### config.mk
export PLATFORM = sky130hd
export DESIGN_NAME = dmem_port_arbiter
export DESIGN_NICKNAME = d
export VERILOG_FILES = /design/src/rtl/dmem_port_arbiter.sv
export SDC_FILE = /design/constraint.sdc
export NUM_CORES = 1
export LEC_CHECK = 0
export ABC_AREA = 1
export CORE_MARGIN = 5
export CORE_UTILIZATION = 39
export DETAILED_ROUTE_END_ITERATION = 8
export GPL_ROUTABILITY_DRIVEN = 0
export PLACE_DENSITY = 0.93
export SKIP_CTS_REPAIR_TIMING = 1
export SYNTH_ARGS = -nofsm -noshare
export SYNTH_HDL_FRONTEND = slang
export SYNTH_SLANG_ARGS = --single-unit
### constraint.sdc
create_clock -name clk -period 2.6 [get_ports clk]
set_input_delay 0.65 -clock clk [delete_from_list [all_inputs] [get_ports clk]]
set_output_delay 0.65 -clock clk [all_outputs]
set_load 0.02 [all_outputs]
### src/rtl/dmem_port_arbiter.sv
// rtl/dmem_port_arbiter.sv - shares the data memory between the M stage and the debug read requester
module dmem_port_arbiter #(
    parameter int AW         = 10,
    parameter int DW         = 32,
    parameter int STARVE_MAX = 8
) (
    input  logic          clk,
    input  logic          rst_n,
    input  logic          cpu_req,
    input  logic          cpu_we,
    input  logic [AW-1:0] cpu_addr,
    input  logic [DW-1:0] cpu_wdata,
    output logic [DW-1:0] cpu_rdata,
    output logic          cpu_stall,
    input  logic          dbg_req,
    input  logic [AW-1:0] dbg_addr,
    output logic [DW-1:0] dbg_rdata,
    output logic          dbg_valid,
    output logic [AW-1:0] mem_addr,
    output logic          mem_we,
    output logic [DW-1:0] mem_wdata,
    input  logic [DW-1:0] mem_rdata
);

    localparam logic [7:0] STARVE_LIM = 8'(STARVE_MAX);

    logic          pend;
    logic [AW-1:0] pend_addr;
    logic [7:0]    starve_cnt;
    logic          dbg_force;
    logic          dbg_grant;
    logic          dbg_accept;

    // Arbitration and memory mux: the CPU owns the port unless the debug read is pending
    // on an idle M-stage cycle or has been starved long enough to be forced.
    always_comb begin
        dbg_force  = pend && (starve_cnt == STARVE_LIM);
        dbg_grant  = pend && (!cpu_req || dbg_force);
        dbg_accept = dbg_req && !pend && !dbg_valid;
        cpu_stall  = cpu_req && dbg_force;
        cpu_rdata  = mem_rdata;
        mem_wdata  = cpu_wdata;
        if (dbg_grant) begin
            mem_addr = pend_addr;
            mem_we   = 1'b0;
        end else begin
            mem_addr = cpu_addr;
            mem_we   = cpu_req && cpu_we;
        end
    end

    // Pending debug request: captured when idle, released on the service edge.
    always_ff @(posedge clk or negedge rst_n) begin
        if (!rst_n) begin
            pend      <= 1'b0;
            pend_addr <= '0;
        end else if (dbg_grant) begin
            pend <= 1'b0;
        end else if (dbg_accept) begin
            pend      <= 1'b1;
            pend_addr <= dbg_addr;
        end
    end

    // Starvation counter: counts CPU-won cycles while a request waits, stops at the force point.
    always_ff @(posedge clk or negedge rst_n) begin
        if (!rst_n) begin
            starve_cnt <= '0;
        end else if (!pend || dbg_grant) begin
            starve_cnt <= '0;
        end else if (cpu_req && !dbg_force) begin
            starve_cnt <= starve_cnt + 8'd1;
        end
    end

    // Debug response: capture read data on the service edge and pulse valid for one cycle.
    always_ff @(posedge clk or negedge rst_n) begin
        if (!rst_n) begin
            dbg_rdata <= '0;
            dbg_valid <= 1'b0;
        end else begin
            dbg_valid <= dbg_grant;
            if (dbg_grant) begin
                dbg_rdata <= mem_rdata;
            end
        end
    end

endmodule
==> reports/summary.md <==
Adding up every negative setup slack in the final design gives 0 ps. Number of diodes: 0. Cells fill 54.34% of the core in the end. For this design the top-level I/O count stands at 198. The final count of hold timing violations is 0. The post-route netlist has 11.90% of its cells at a drive strength greater than 1. In this design, the stage delay of the slowest critical-path cell is 580 ps.

In the final design database the tool counted 510 nets. The mux share of post-synthesis cell area came out at 0%. Synthesis instantiated 25 different standard cells from the library.

For the number of DRC violations after detailed-routing iteration 0, the log shows 72. Remaining global-route overflow: 0. Global routing used 14.88% of the available tracks across all layers. Summing the areas of all compound-gate instances in the mapped netlist gives 3.093% of the synthesized area. The worst setup slack before clock tree synthesis came out at -292.5 ps. Setup violations remaining at the end of the flow were counted as 0.

The die footprint came out at 0.009412 mm2. After layout, the worst path uses 95.38% of the clock period. The critical path contains buffers and inverters numbering 2 combined. The kind of start point of the critical path is an input port.

In this run the tightest slew margin relative to its limit is 61.26%. Dividing total power by cell area gives a power density of 720.2 mW/mm2. Cell count after synthesis: 346.

The synthesized netlist devotes 0.8475% of its cell area to adder and majority cells. The first global-routing pass estimated 11670 um of wire. For the worst setup path, the data arrival time is 1830 ps.

For this configuration, the core starts out at a cell density of 40.28%. The clock latency on the worst-skew pair came out at 290 ps. The flip-flop and latch count after synthesis works out to 52.

Of all nets on the critical path, the largest fanout is 13. Clock tree synthesis found a total of 52 sinks. Detailed-routing iteration count for the pre-antenna-repair pass: 4. The height of the die is 97.02 um, and the number of port buffers is 133.

The fraction of synthesized cell area in xor and xnor cells is 0.2966%. The x dimension of the die came out at 97.02 um. The average instance in the mapped netlist occupies 8.534 um2. The tools report the fmax as 403.2 MHz. Kind of capture point of the worst setup path: a primary output. Category of the most critical setup path: in2out. The number of global-route vias before repair came out at 2414. The logs give 2 for the deepest clock path buffer count and 44.07% for the sequential-to-total area share from yosys stat. For the pin with the worst max-slew slack, the measured transition is 581.1 ps.

For the data required time at the worst endpoint, the log shows 1950 ps. After Yosys synthesis, and, or, nand and nor cells account for 27.58% of the synthesized area. The floorplan has 31 rows.

TritonCTS built the clock tree. After synthesis, the largest family of logic cells by area is simple AND/OR/NAND/NOR gates. The worst clock skew came out at 10.58 ps. The run finished with clean final reports.

For the count of yosys warnings during synthesis, the log shows 0. In this run the cell area of the synthesized design comes to 0.002953 mm2. CTS placed an instance of sky130_fd_sc_hd__clkbuf_8 at the clock tree root.

The post-detailed-routing wire length was 7082 um; the estimated wirelength of the detail-placed design was 5559 um. The number of antenna violations at the first check in global routing was 0. Counting I/O delays and the setup requirement, the final critical path takes 2480 ps.

The max-slew violation count is 0, and the total number of vias is 2381. Setup repair after global routing left no endpoint under its margin. Traced cell by cell, the critical path runs through clkdlybuf4s50_1, nand2_8, nand2_8, nand2_1, nand2_1, dlymetal6s2s_1. Path category of the worst min-delay check: in2async.

On the critical path, the stage with the largest delay is an instance of sky130_fd_sc_hd__clkdlybuf4s50_1. The post-detailed-route count of antenna-violating nets is 0, and the standby leakage power is 1.998 nW. Counting every net in the synthesized netlist gives 437.

The core box area is 0.007331 mm2, and the worst ir drop on vdd is 0.0003196 V. Compared with the post-synthesis result, the final layout area differs by 34.92%. Across all setup checks in the final design, the least slack found is 120.0 ps. Largest delay contributor family on the critical path: buffers and inverters. The number of max-cap violations is 0. The largest net degree at the start of global routing is 29. The average routed wire per standard cell was 13.65 um.

In the routed design, unresolved DRC markers number 0. The run gives 2 as the CTS H-tree depth. On the final layout, the worst hold slack is 338.6 ps. Via-per-instance ratio: 4.588. Buffers inserted during clock tree synthesis total 5.

After clock tree synthesis, the clock-pin slew on the worst setup and hold paths is 90 ps.
## layout by cell type (no fill, tap or decap), types with 3 or more instances in the layout
| cell | n |
|---|---|
| sky130_fd_sc_hd__clkdlybuf4s50_1 | 120 |
| sky130_fd_sc_hd__o21ai_1 | 3 |
| sky130_fd_sc_hd__clkbuf_2 | 3 |
| sky130_fd_sc_hd__o21ai_2 | 7 |
| sky130_fd_sc_hd__nand3_1 | 44 |
| sky130_fd_sc_hd__buf_4 | 12 |
| sky130_fd_sc_hd__nor2_1 | 11 |
| sky130_fd_sc_hd__nand2_2 | 10 |
| sky130_fd_sc_hd__nand4_1 | 3 |
| sky130_fd_sc_hd__clkbuf_8 | 7 |
| sky130_fd_sc_hd__dlymetal6s2s_1 | 8 |
| sky130_fd_sc_hd__dfrtp_1 | 51 |
| sky130_fd_sc_hd__inv_1 | 23 |
| sky130_fd_sc_hd__nand2_1 | 100 |
## cell type report
type,count,area (um2)
fillers,671,3347
inverters,23,86.33
well taps,99,123.9
multi-input cells,192,939.7
clock buffers,8,100.1
flip-flops and latches,52,1303
repair buffers,145,1431
## layer usage
| layer | global-route usage, % | share of wire (%) | vias up |
|---|---|---|---|
| li1 | - | - | 1159 |
| met1 | 16.10 | 38 | 1113 |
| met2 | 27.12 | 53 | 97 |
| met3 | 4.748 | 7.6 | 12 |
| met4 | 5.184 | 1.7 | 0 |
| met5 | 0 | 0 | - |
## flip-flops by register name (all words and copies together) (netlist names)
name / count
pend: 1
starve_cnt: 8
pend_addr: 10
dbg_rdata: 32
dbg_valid: 1
## where the power goes
group / internal, mW / switching [mW] / leakage (nW)
clock: 0.243 / 0.245 / 0.0515
sequential: 1.03 / 0.121 / 0.655
combinational: 0.575 / 0.658 / 1.29
total: 1.85 / 1.02 / 2.00
## through the flow
step | instances | power, mW | area [um2]
finish | 519 | 2.869 | 3984
global placement | 508 | 2.384 | 3859
global route | 519 | 3.053 | 3984
detailed placement | 508 | 2.424 | 3859
floorplan | 346 | 1.904 | 2953
CTS | 516 | 2.920 | 3959
## synth_stat cells
| cell type | instances | area [um2] |
|---|---|---|
| sky130_fd_sc_hd__nand2_1 | 100 | 375.4 |
| sky130_fd_sc_hd__buf_4 | 65 | 488.0 |
| sky130_fd_sc_hd__dfrtp_1 | 52 | 1301 |
| sky130_fd_sc_hd__nand3_1 | 44 | 220.2 |
| sky130_fd_sc_hd__inv_1 | 23 | 86.33 |
| sky130_fd_sc_hd__nor2_1 | 11 | 41.29 |
| sky130_fd_sc_hd__nand2_2 | 10 | 62.56 |
| sky130_fd_sc_hd__buf_6 | 9 | 101.4 |
| sky130_fd_sc_hd__o21ai_2 | 7 | 61.31 |
| sky130_fd_sc_hd__clkbuf_1 | 3 | 11.26 |
| sky130_fd_sc_hd__nand4_1 | 3 | 18.77 |
| sky130_fd_sc_hd__o21ai_1 | 3 | 15.01 |
| sky130_fd_sc_hd__ha_1 | 2 | 25.02 |
| sky130_fd_sc_hd__nand2_8 | 2 | 40.04 |
| sky130_fd_sc_hd__o21ai_0 | 2 | 10.01 |
| sky130_fd_sc_hd__a21oi_1 | 1 | 5.000 |
| sky130_fd_sc_hd__buf_12 | 1 | 20.02 |
| sky130_fd_sc_hd__buf_2 | 1 | 5.000 |
| sky130_fd_sc_hd__nand2_4 | 1 | 11.26 |
| sky130_fd_sc_hd__nand3_2 | 1 | 10.01 |
| sky130_fd_sc_hd__nor2_2 | 1 | 6.260 |
| sky130_fd_sc_hd__nor2_4 | 1 | 11.26 |
| sky130_fd_sc_hd__or2_2 | 1 | 6.260 |
| sky130_fd_sc_hd__or3b_4 | 1 | 11.26 |
| sky130_fd_sc_hd__xnor2_1 | 1 | 8.760 |
## path summary, 6_finish.rpt
path / from / endpoint / slack (ps) / cells after the start
max reg2reg: starve_cnt[0]$_DFFE_PN0P_ / dbg_rdata[3]$_DFFE_PN0P_ / 940 / 10
max in group asynchronous: rst_n / dbg_rdata[0]$_DFFE_PN0P_ / 1700 / 2
min: rst_n / pend_addr[5]$_DFFE_PN0P_ / 340 / 1
max: cpu_req / mem_addr[9] / 120 / 6
min in group clk: dbg_rdata[6]$_DFFE_PN0P_ / dbg_rdata[6]$_DFFE_PN0P_ / 470 / 2
min reg2reg: dbg_rdata[6]$_DFFE_PN0P_ / dbg_rdata[6]$_DFFE_PN0P_ / 470 / 2
## kinds of logic after synthesis
family | count (synthesis)
flip-flops | 52
AO/OA/AOI/OAI | 13
adder cells (fa/ha/maj) | 2
buffers and inverters | 102
AND/OR/NAND/NOR | 176
XOR/XNOR | 1
Power figures use the tool's default switching activity.
